[config.mk]
export PLATFORM = sky130hd
export DESIGN_NAME = mem_port_arbiter
export DESIGN_NICKNAME = d
export VERILOG_FILES = /design/src/rtl/mem_port_arbiter.sv
export SDC_FILE = /design/constraint.sdc
export NUM_CORES = 1
export LEC_CHECK = 0
export ABC_AREA = 1
export BUFFER_PORTS_ARGS = -buffer_cell sky130_fd_sc_hd__clkbuf_2
export CORE_UTILIZATION = 48
export CTS_BUF_LIST = sky130_fd_sc_hd__clkbuf_2 sky130_fd_sc_hd__clkbuf_4 sky130_fd_sc_hd__clkbuf_8
export DETAILED_ROUTE_END_ITERATION = 10
export GPL_ROUTABILITY_DRIVEN = 0
export HOLD_SLACK_MARGIN = 0.06
export PLACE_DENSITY = 0.83
export SYNTH_ARGS = -nofsm -noshare
export SYNTH_HDL_FRONTEND = slang
export SYNTH_SLANG_ARGS = --single-unit
[constraint.sdc]
create_clock -name clk -period 1.6 [get_ports clk]
set_input_delay 0.32 -clock clk [delete_from_list [all_inputs] [get_ports clk]]
set_output_delay 0.32 -clock clk [all_outputs]
set_load 0.02 [all_outputs]
[src/rtl/mem_port_arbiter.sv]
// Memory port arbiter: shares one single-ported memory between the CPU fetch
// port and the data port. Accesses are serialised with the data port taking
// priority. The CPU is stalled through `en` until every access requested by
// the current instruction has completed.
module mem_port_arbiter #(
    parameter int unsigned ADDR_W  = 32,
    parameter int unsigned DATA_W  = 32,
    parameter int unsigned MEM_LAT = 2     // read latency, 1..15
) (
    input  logic              clk,
    input  logic              reset,
    // fetch port
    input  logic              if_req,
    input  logic [ADDR_W-1:0] if_addr,
    output logic [DATA_W-1:0] if_rdata,
    output logic              if_ack,
    // data port
    input  logic              d_req,
    input  logic              d_we,
    input  logic [ADDR_W-1:0] d_addr,
    input  logic [DATA_W-1:0] d_wdata,
    output logic [DATA_W-1:0] d_rdata,
    output logic              d_ack,
    // memory side
    output logic              mem_cs,
    output logic              mem_we,
    output logic [ADDR_W-1:0] mem_addr,
    output logic [DATA_W-1:0] mem_wdata,
    input  logic [DATA_W-1:0] mem_rdata,
    // CPU advance enable
    output logic              en
);

    typedef enum logic [1:0] {
        StIdle,
        StRd,
        StWr
    } state_e;

    localparam logic [3:0] LAT_INIT = MEM_LAT[3:0];

    state_e            state_q, state_d;
    logic [3:0]        cnt_q, cnt_d;
    logic              gnt_data_q, gnt_data_d;   // 1: access in flight belongs to data port
    logic              if_done_q, if_done_d;
    logic              d_done_q, d_done_d;
    logic              if_ack_q, if_ack_d;
    logic              d_ack_q, d_ack_d;
    logic              mem_cs_q, mem_cs_d;
    logic              mem_we_q, mem_we_d;
    logic [ADDR_W-1:0] mem_addr_q, mem_addr_d;
    logic [DATA_W-1:0] mem_wdata_q, mem_wdata_d;
    logic [DATA_W-1:0] if_rdata_q, if_rdata_d;
    logic [DATA_W-1:0] d_rdata_q, d_rdata_d;

    logic if_pend;
    logic d_pend;

    // A port still needs service when it requests, has not yet been served for
    // this instruction, and is not being acknowledged right now.
    assign if_pend = if_req & ~if_done_q & ~if_ack_q;
    assign d_pend  = d_req & ~d_done_q & ~d_ack_q;

    // The CPU may advance once every requesting port is done or acking now.
    assign en = ~reset
              & (~if_req | if_done_q | if_ack_q)
              & (~d_req  | d_done_q  | d_ack_q);

    assign if_rdata  = if_rdata_q;
    assign if_ack    = if_ack_q;
    assign d_rdata   = d_rdata_q;
    assign d_ack     = d_ack_q;
    assign mem_cs    = mem_cs_q;
    assign mem_we    = mem_we_q;
    assign mem_addr  = mem_addr_q;
    assign mem_wdata = mem_wdata_q;

    // Next-state logic: arbitration, access sequencing and done tracking.
    always_comb begin
        state_d     = state_q;
        cnt_d       = cnt_q;
        gnt_data_d  = gnt_data_q;
        if_done_d   = if_done_q;
        d_done_d    = d_done_q;
        if_ack_d    = 1'b0;
        d_ack_d     = 1'b0;
        mem_cs_d    = 1'b0;
        mem_we_d    = 1'b0;
        mem_addr_d  = mem_addr_q;
        mem_wdata_d = mem_wdata_q;
        if_rdata_d  = if_rdata_q;
        d_rdata_d   = d_rdata_q;

        // Clearing on en wins over setting on ack: an ack in the en cycle
        // completes the instruction, so nothing must carry over.
        if (if_ack_q) begin
            if_done_d = 1'b1;
        end
        if (d_ack_q) begin
            d_done_d = 1'b1;
        end
        if (en) begin
            if_done_d = 1'b0;
            d_done_d  = 1'b0;
        end

        unique case (state_q)
            StIdle: begin
                // Data access belongs to the older instruction, so it goes first.
                if (d_pend) begin
                    state_d     = d_we ? StWr : StRd;
                    gnt_data_d  = 1'b1;
                    cnt_d       = LAT_INIT;
                    mem_cs_d    = 1'b1;
                    mem_we_d    = d_we;
                    mem_addr_d  = d_addr;
                    mem_wdata_d = d_wdata;
                end else if (if_pend) begin
                    state_d     = StRd;
                    gnt_data_d  = 1'b0;
                    cnt_d       = LAT_INIT;
                    mem_cs_d    = 1'b1;
                    mem_we_d    = 1'b0;
                    mem_addr_d  = if_addr;
                end
            end
            StRd: begin
                // Counter hits zero in the cycle where memory data is valid.
                if (cnt_q == 4'd0) begin
                    state_d = StIdle;
                    if (gnt_data_q) begin
                        d_rdata_d = mem_rdata;
                        d_ack_d   = 1'b1;
                    end else begin
                        if_rdata_d = mem_rdata;
                        if_ack_d   = 1'b1;
                    end
                end else begin
                    cnt_d = cnt_q - 4'd1;
                end
            end
            StWr: begin
                state_d = StIdle;
                d_ack_d = 1'b1;
            end
            default: begin
                state_d = StIdle;
            end
        endcase
    end

    // State and output registers with synchronous reset.
    always_ff @(posedge clk) begin
        if (reset) begin
            state_q     <= StIdle;
            cnt_q       <= 4'd0;
            gnt_data_q  <= 1'b0;
            if_done_q   <= 1'b0;
            d_done_q    <= 1'b0;
            if_ack_q    <= 1'b0;
            d_ack_q     <= 1'b0;
            mem_cs_q    <= 1'b0;
            mem_we_q    <= 1'b0;
            mem_addr_q  <= '0;
            mem_wdata_q <= '0;
            if_rdata_q  <= '0;
            d_rdata_q   <= '0;
        end else begin
            state_q     <= state_d;
            cnt_q       <= cnt_d;
            gnt_data_q  <= gnt_data_d;
            if_done_q   <= if_done_d;
            d_done_q    <= d_done_d;
            if_ack_q    <= if_ack_d;
            d_ack_q     <= d_ack_d;
            mem_cs_q    <= mem_cs_d;
            mem_we_q    <= mem_we_d;
            mem_addr_q  <= mem_addr_d;
            mem_wdata_q <= mem_wdata_d;
            if_rdata_q  <= if_rdata_d;
            d_rdata_q   <= d_rdata_d;
        end
    end

endmodule

==> results.toml, run 1 <==
[run_status]
run_status = "completed"

[drt]
topRoutingLayerUsed = "met4"
drt_wl_total_um = 15600
drc = 0
wl_met3_um = 1260
detailed_route_via_count = 5644
routed-wl-met2_um = 7560
final_antenna_net_count = 0
average_vias_per_placed_instance = 4.96
detail_route.wirelength.met1_um = 6420
drt_first_iter_violations = 364
detail_route.first_pass.iterations = 5
routed_wire_length_per_instance_um = 13.7

[floorplan]
start_util_pct = 49.8
core.rowCount = 38
die_y_um = 109
ios = 266
dieArea_mm2 = 0.0118
core_region_area_mm2 = 0.0109
die_width_um = 109

[logic_synthesis]
cell_taking_the_most_area_after_synthesis = "sky130_fd_sc_hd__dfxtp_1"
synth_top_cell_area_share_pct = 51.8
syn_inst = 722
synth_seq_area_share_pct = 51.8
mappedNetlistNets = 859
ys.warnings.count = 0
post_synth_cell_types = 22
avgSynthCellArea_um2 = 7.54
synth_area_mm2 = 0.00545
yosys_register_bits = 141
synthTopCellsByArea = "sky130_fd_sc_hd__dfxtp_1, sky130_fd_sc_hd__o21ai_0, sky130_fd_sc_hd__nor2_1, sky130_fd_sc_hd__a21oi_1, sky130_fd_sc_hd__nand2_1"

[power_and_ir_drop]
cellLeakagePower_nw = 3.97
vdd_ir_drop_max_mv = 0.921
power.density_mw_per_mm2 = 1600
total_power_mw = 12.1

[timing]
slew_viols_final = 0
timing_hold_violations_final = 0
fmax_ghz = 0.652
skew_ps = 13.0
setup_violations = 0
final.setup.worst_slack_ps = 66.8
fin_crit_sh_pct = 95.8
max_slew_margin_pct = 74.3
finalWorstPathRequiredPeriod_ps = 1530
fin_tns_setup_ps = 0
tightestPinTransition_ps = 384

[finish]
final_common_cell = "sky130_fd_sc_hd__clkbuf_2"
fillCellCount = 959
finished_layout_cell_area_mm2 = 0.00755
areaGrowthSynthToFinish_pct = 38.7
nets = 1121
leading_cell_types_in_the_layout_fill_and_taps_excluded = "sky130_fd_sc_hd__clkbuf_2, sky130_fd_sc_hd__nor2_1, sky130_fd_sc_hd__dfxtp_1, sky130_fd_sc_hd__o21ai_0, sky130_fd_sc_hd__nand2_1"
final_layout_size_suffix_gt1_share_pct = 34.5
insertedDiodeCount = 0

[cts]
cts.clk_slew.worst_paths_ps = 90
h-tree-depth = 4
cts_root_buf = "sky130_fd_sc_hd__clkbuf_8"
clk-insertion-delay-late_ps = 440
clock-sinks = 141
holdBufCountCts = 0
cts_tree = "built"
cts_buffer_count = 17
clock_tree.buffer_depth = 2

[global_routing]
grt_util_all_layers_pct = 25.0
grt_antenna_before_repair = 0
gr-total-overflow = 0
grt_max_degree = 65
grt_pass1_vias = 5174
grt_first_pass_wirelength_um = 22900

[critical_path]
cp_max_fo = 20
worstPathRequired_ps = 1920
critical_path.startpoint_type = "register"
cp-end-kind = "register"
arrival_time_at_the_worst_endpoint_ps = 1860
setup.worst_path.class = "register to register"

[run]
maxCapViolCount = 0

[placement]
post_dp_cell_area_mm2 = 0.00697
pre_cts_ws_ps = 92.0
numPortBuffers = 265
detailed_place_hpwl_um = 10500

[hold_path]
min_path_type = "input pin to register"
==> where the power goes <==
group	internal, mW	leakage [nW]	total (mW)	switching (mW)
logic	1.49	2.59	4.30	2.80
registers	4.29	1.16	4.69	0.395
clock network	1.72	0.217	3.11	1.39
==> area by class of cell <==
type                            instances  area [um2]  share of cell area (%)
Clock buffer                           18         241                    3.20
Timing Repair Buffer                  292        1700                    22.5
Clock inverter                         14         190                    2.52
Tap cell                              140         175                    2.32
Sequential cell                       141        2830                    37.4
Inverter                               49         184                    2.43
Multi-Input combinational cell        483        2240                    29.7
==> per-stage QoR <==
step | hold slack, ps | std cells | utilization (%)
CTS | 77.0 | 1131 | 68.0
floorplan | 389 | 722 | -
detailed placement | 448 | 1097 | 63.7
global placement | 442 | 1097 | 63.7
global route | 93.9 | 1137 | 69.1
finish | 99.8 | 1137 | 69.1
==> per-layer routing <==
layer  global-route usage (%)  vias to the layer above
li1                         -                     2861
met1                     27.1                     2490
met2                     44.1                      261
met3                     8.38                       32
met4                     11.1                        0
met5                        0                        -
==> critical path: stages, from the launching register on <==
cell and delay, ps:
sky130_fd_sc_hd__dfxtp_1 330, sky130_fd_sc_hd__inv_1 140, sky130_fd_sc_hd__ha_4 180, sky130_fd_sc_hd__nand3_4 110, sky130_fd_sc_hd__nor2_4 240, sky130_fd_sc_hd__buf_4 170, sky130_fd_sc_hd__clkbuf_16 180, sky130_fd_sc_hd__a21oi_1 80
==> cell families after synthesis <==
kind of cell / share of synthesized area, %
compound gates: 18.4
fa+ha+maj: 0.919
buf+inv: 7.77
flops: 51.8
simple gates: 21.1
==> synth_stat cells (all sizes together) <==
library cell	count
nor2	147
dfxtp	141
o21ai	129
nand2	90
a21oi	71
inv	49
nand3	39
buf	27
clkbuf	22
ha	4
nand3b	1
nor3	1
or2	1
==> flip-flops by register name, indices dropped and copies added (netlist names), 2 cells and up <==
name	cells
cnt_q	4
d_rdata	32
if_rdata	32
mem_addr	32
mem_wdata	32
state_q	2
==> worst paths after layout <==
check,startpoint,to,slack [ps],cells past startpoint
worst max-delay path,cnt_q[0],d_rdata[22],70,7
worst min-delay path,d_wdata[2],mem_wdata[2],100,3
worst max register to register,cnt_q[0],d_rdata[22],70,7
worst min register to register,if_done_q,if_done_q,470,2
==> what timing repair did <==
action / CTS / global route
endpoints found under the hold margin: 0 / 0
setup buffers: 2 / 3
gates resized for setup: 5 / 7
cloned: 0 / 3
pin swaps: 3 / 3
setup endpoints to repair: 1 / 61
(Power assumes the default switching activity.)
==> run 2: changes to the inputs <==
Settings changed: ABC_AREA 1 to unset.
==> results.toml, run 2 <==
[critical_path]
slowest_stage = "sky130_fd_sc_hd__dfxtp_1"
path_cells = "buf_4 > nor2_1 > a21oi_2 > nor2b_4 > buf_8"
crit_cells = 5
critical_path.max_stage_delay_ps = 370
critical_path.startpoint_type = "register"
worstPathRequired_ps = 1280
r2r.worst_path.cells = 7
cp-end-kind = "primary output"
critical_path.n_buffers_inverters = 2
cp_max_fo = 2
crit_family = "flip-flops"
setup.worst_path.class = "register to primary output"
arrival_time_at_the_worst_endpoint_ps = 1440

[logic_synthesis]
synth_seq_area_share_pct = 51.8
yosys_register_bits = 141
post_synth_cell_types = 38
cell_taking_the_most_area_after_synthesis = "sky130_fd_sc_hd__dfxtp_1"
synthMostInstantiatedCell = "sky130_fd_sc_hd__nand2_1"
synthTopCellsByArea = "sky130_fd_sc_hd__dfxtp_1, sky130_fd_sc_hd__nand2_1, sky130_fd_sc_hd__a21oi_1, sky130_fd_sc_hd__a311oi_2, sky130_fd_sc_hd__nor2_1"
avgSynthCellArea_um2 = 8.13
synth_top_flop_cell = "sky130_fd_sc_hd__dfxtp_1"
mappedNetlistNets = 808
synth_top_cell_area_share_pct = 51.8
netlist_top_cells_count = "sky130_fd_sc_hd__nand2_1, sky130_fd_sc_hd__dfxtp_1, sky130_fd_sc_hd__a21oi_1"
syn_inst = 671
synthArstFlopShare_pct = 0
ys.warnings.count = 0
synth_area_mm2 = 0.00545
synth_enable_flop_cells = 0

[hold_path]
min_path_type = "input pin to register"
worstHoldPathCells = 3

[cts]
clock_tree.buffer_depth = 2
holdBufCountCts = 0
cts_tree = "built"
clock-sinks = 141
h-tree-depth = 4
cts_root_buf = "sky130_fd_sc_hd__clkbuf_8"
cts.clk_slew.worst_paths_ps = 90
cts_buffer_count = 17
clk-insertion-delay-late_ps = 430

[finish]
final_layout_size_suffix_gt1_share_pct = 41.4
insertedDiodeCount = 0
nets = 1105
final_common_cell = "sky130_fd_sc_hd__clkbuf_2"
areaGrowthSynthToFinish_pct = 47.6
leading_cell_types_in_the_layout_fill_and_taps_excluded = "sky130_fd_sc_hd__clkbuf_2, sky130_fd_sc_hd__nand2_1, sky130_fd_sc_hd__dfxtp_1, sky130_fd_sc_hd__a21oi_1, sky130_fd_sc_hd__buf_4"

[drt]
routed_wire_length_per_instance_um = 15.0
detailed_route_via_count = 5763
drt_first_iter_violations = 425
detail_route.first_pass.iterations = 4
final_antenna_net_count = 0
drc = 0
average_vias_per_placed_instance = 5.15
drt_wl_total_um = 16800

[run_status]
violations = "negative setup slack"
run_status = "finished with violations"

[timing]
final.setup.worst_slack_ps = -157
timing_hold_violations_final = 0
fmax_ghz = 0.569
max_slew_margin_pct = 77.0
slew_viols_final = 0
skew_ps = 14.4
fin_crit_sh_pct = 110
hold_slack_ps = 99.3
finalWorstPathRequiredPeriod_ps = 1760
setup_repair_after_global_routing_missed_its_margin = "true"
tightestPinTransition_ps = 345
setup_violations = 58

[floorplan]
core.rowCount = 38
dieArea_mm2 = 0.0118
die_width_um = 109
die_y_um = 109
ios = 266
start_util_pct = 49.9
core_region_area_mm2 = 0.0109

[global_routing]
grt_util_all_layers_pct = 26.2
gr-total-overflow = 0
grt_pass1_vias = 5328
grt_max_degree = 66
grt_first_pass_wirelength_um = 24100
grt_antenna_before_repair = 0

[placement]
detailed_place_hpwl_um = 10600
numPortBuffers = 265

[power_and_ir_drop]
power.density_mw_per_mm2 = 1170
vdd_ir_drop_max_mv = 0.644
cellLeakagePower_nw = 3.68
total_power_mw = 9.39

[run]
maxCapViolCount = 0
==> run 2: cell count changes after synthesis, sizes merged, moves of 33 or more <==
| cell | change |
|---|---|
| a21oi | +33 |
| a311oi | +33 |
| inv | -44 |
| nand2 | +171 |
| nand3 | -38 |
| nor2 | -107 |
| o21ai | -125 |
==> run 2: tightest hold or removal path: cells and delay by family <==
family | cells | cell delay (ps)
compound gates | 1 | 50
simple gates | 1 | 40
buf+inv | 1 | 80
==> run 2: logic make-up after synthesis <==
| group | count (synthesis) | share of synthesized area, % |
|---|---|---|
| buffers and inverters | 57 | 4.79 |
| AOI/OAI and AO/OA | 148 | 18.8 |
| and+or+nand+nor | 321 | 23.7 |
| DFF | 141 | 51.8 |
| adders and majority gates | 4 | 0.918 |
==> run 2: stage by stage <==
stage	setup WS (ps)	area (um2)	std cells	TNS, ps	utilization, %
floorplan	-20.3	5490	671	-385	-
global placement	-65.8	7210	1069	-1690	65.9
detailed placement	-157	7210	1069	-3500	65.9
CTS	-159	7780	1106	-160	71.2
global route	-230	8050	1119	-7160	73.6
finish	-157	8050	1119	-3000	73.6
==> run 2: where the power goes <==
group	switching, mW	internal (mW)	leakage (nW)
sequential	0.158	3.80	1.15
combinational	1.37	1.08	2.31
clock	1.33	1.65	0.211
==> run 2: layout make-up <==
class	count	area (um2)
clock buffers	20	275
repair buffers	329	2150
clock inverters	10	139
fillers	823	2880
multi-input cells	473	2460
inverters	6	23.8
well taps	140	175
flip-flops and latches	141	2830
==> run 2: final timing paths <==
kind | from | to | slack (ps)
worst min-delay path | d_wdata[2] | mem_wdata[2] | 100
worst max register to register | d_done_q | mem_addr[7] | -110
worst max-delay path | if_ack | en | -160
worst min register to register | mem_wdata[8] | mem_wdata[8] | 450
==> run 2: per-layer routing <==
layer / GRT usage [%] / part of all wire, %
met5: 0 / 0
met4: 10.3 / 3.0
met3: 7.59 / 7.3
met2: 48.7 / 51
met1: 27.6 / 38
==> run 2: what timing repair did <==
action,CTS,global route
hold endpoints to repair,0,0
gates cloned,3,6
resized for setup,11,17
setup buffers,4,7
setup endpoints to repair,32,94
pin swaps,1,5
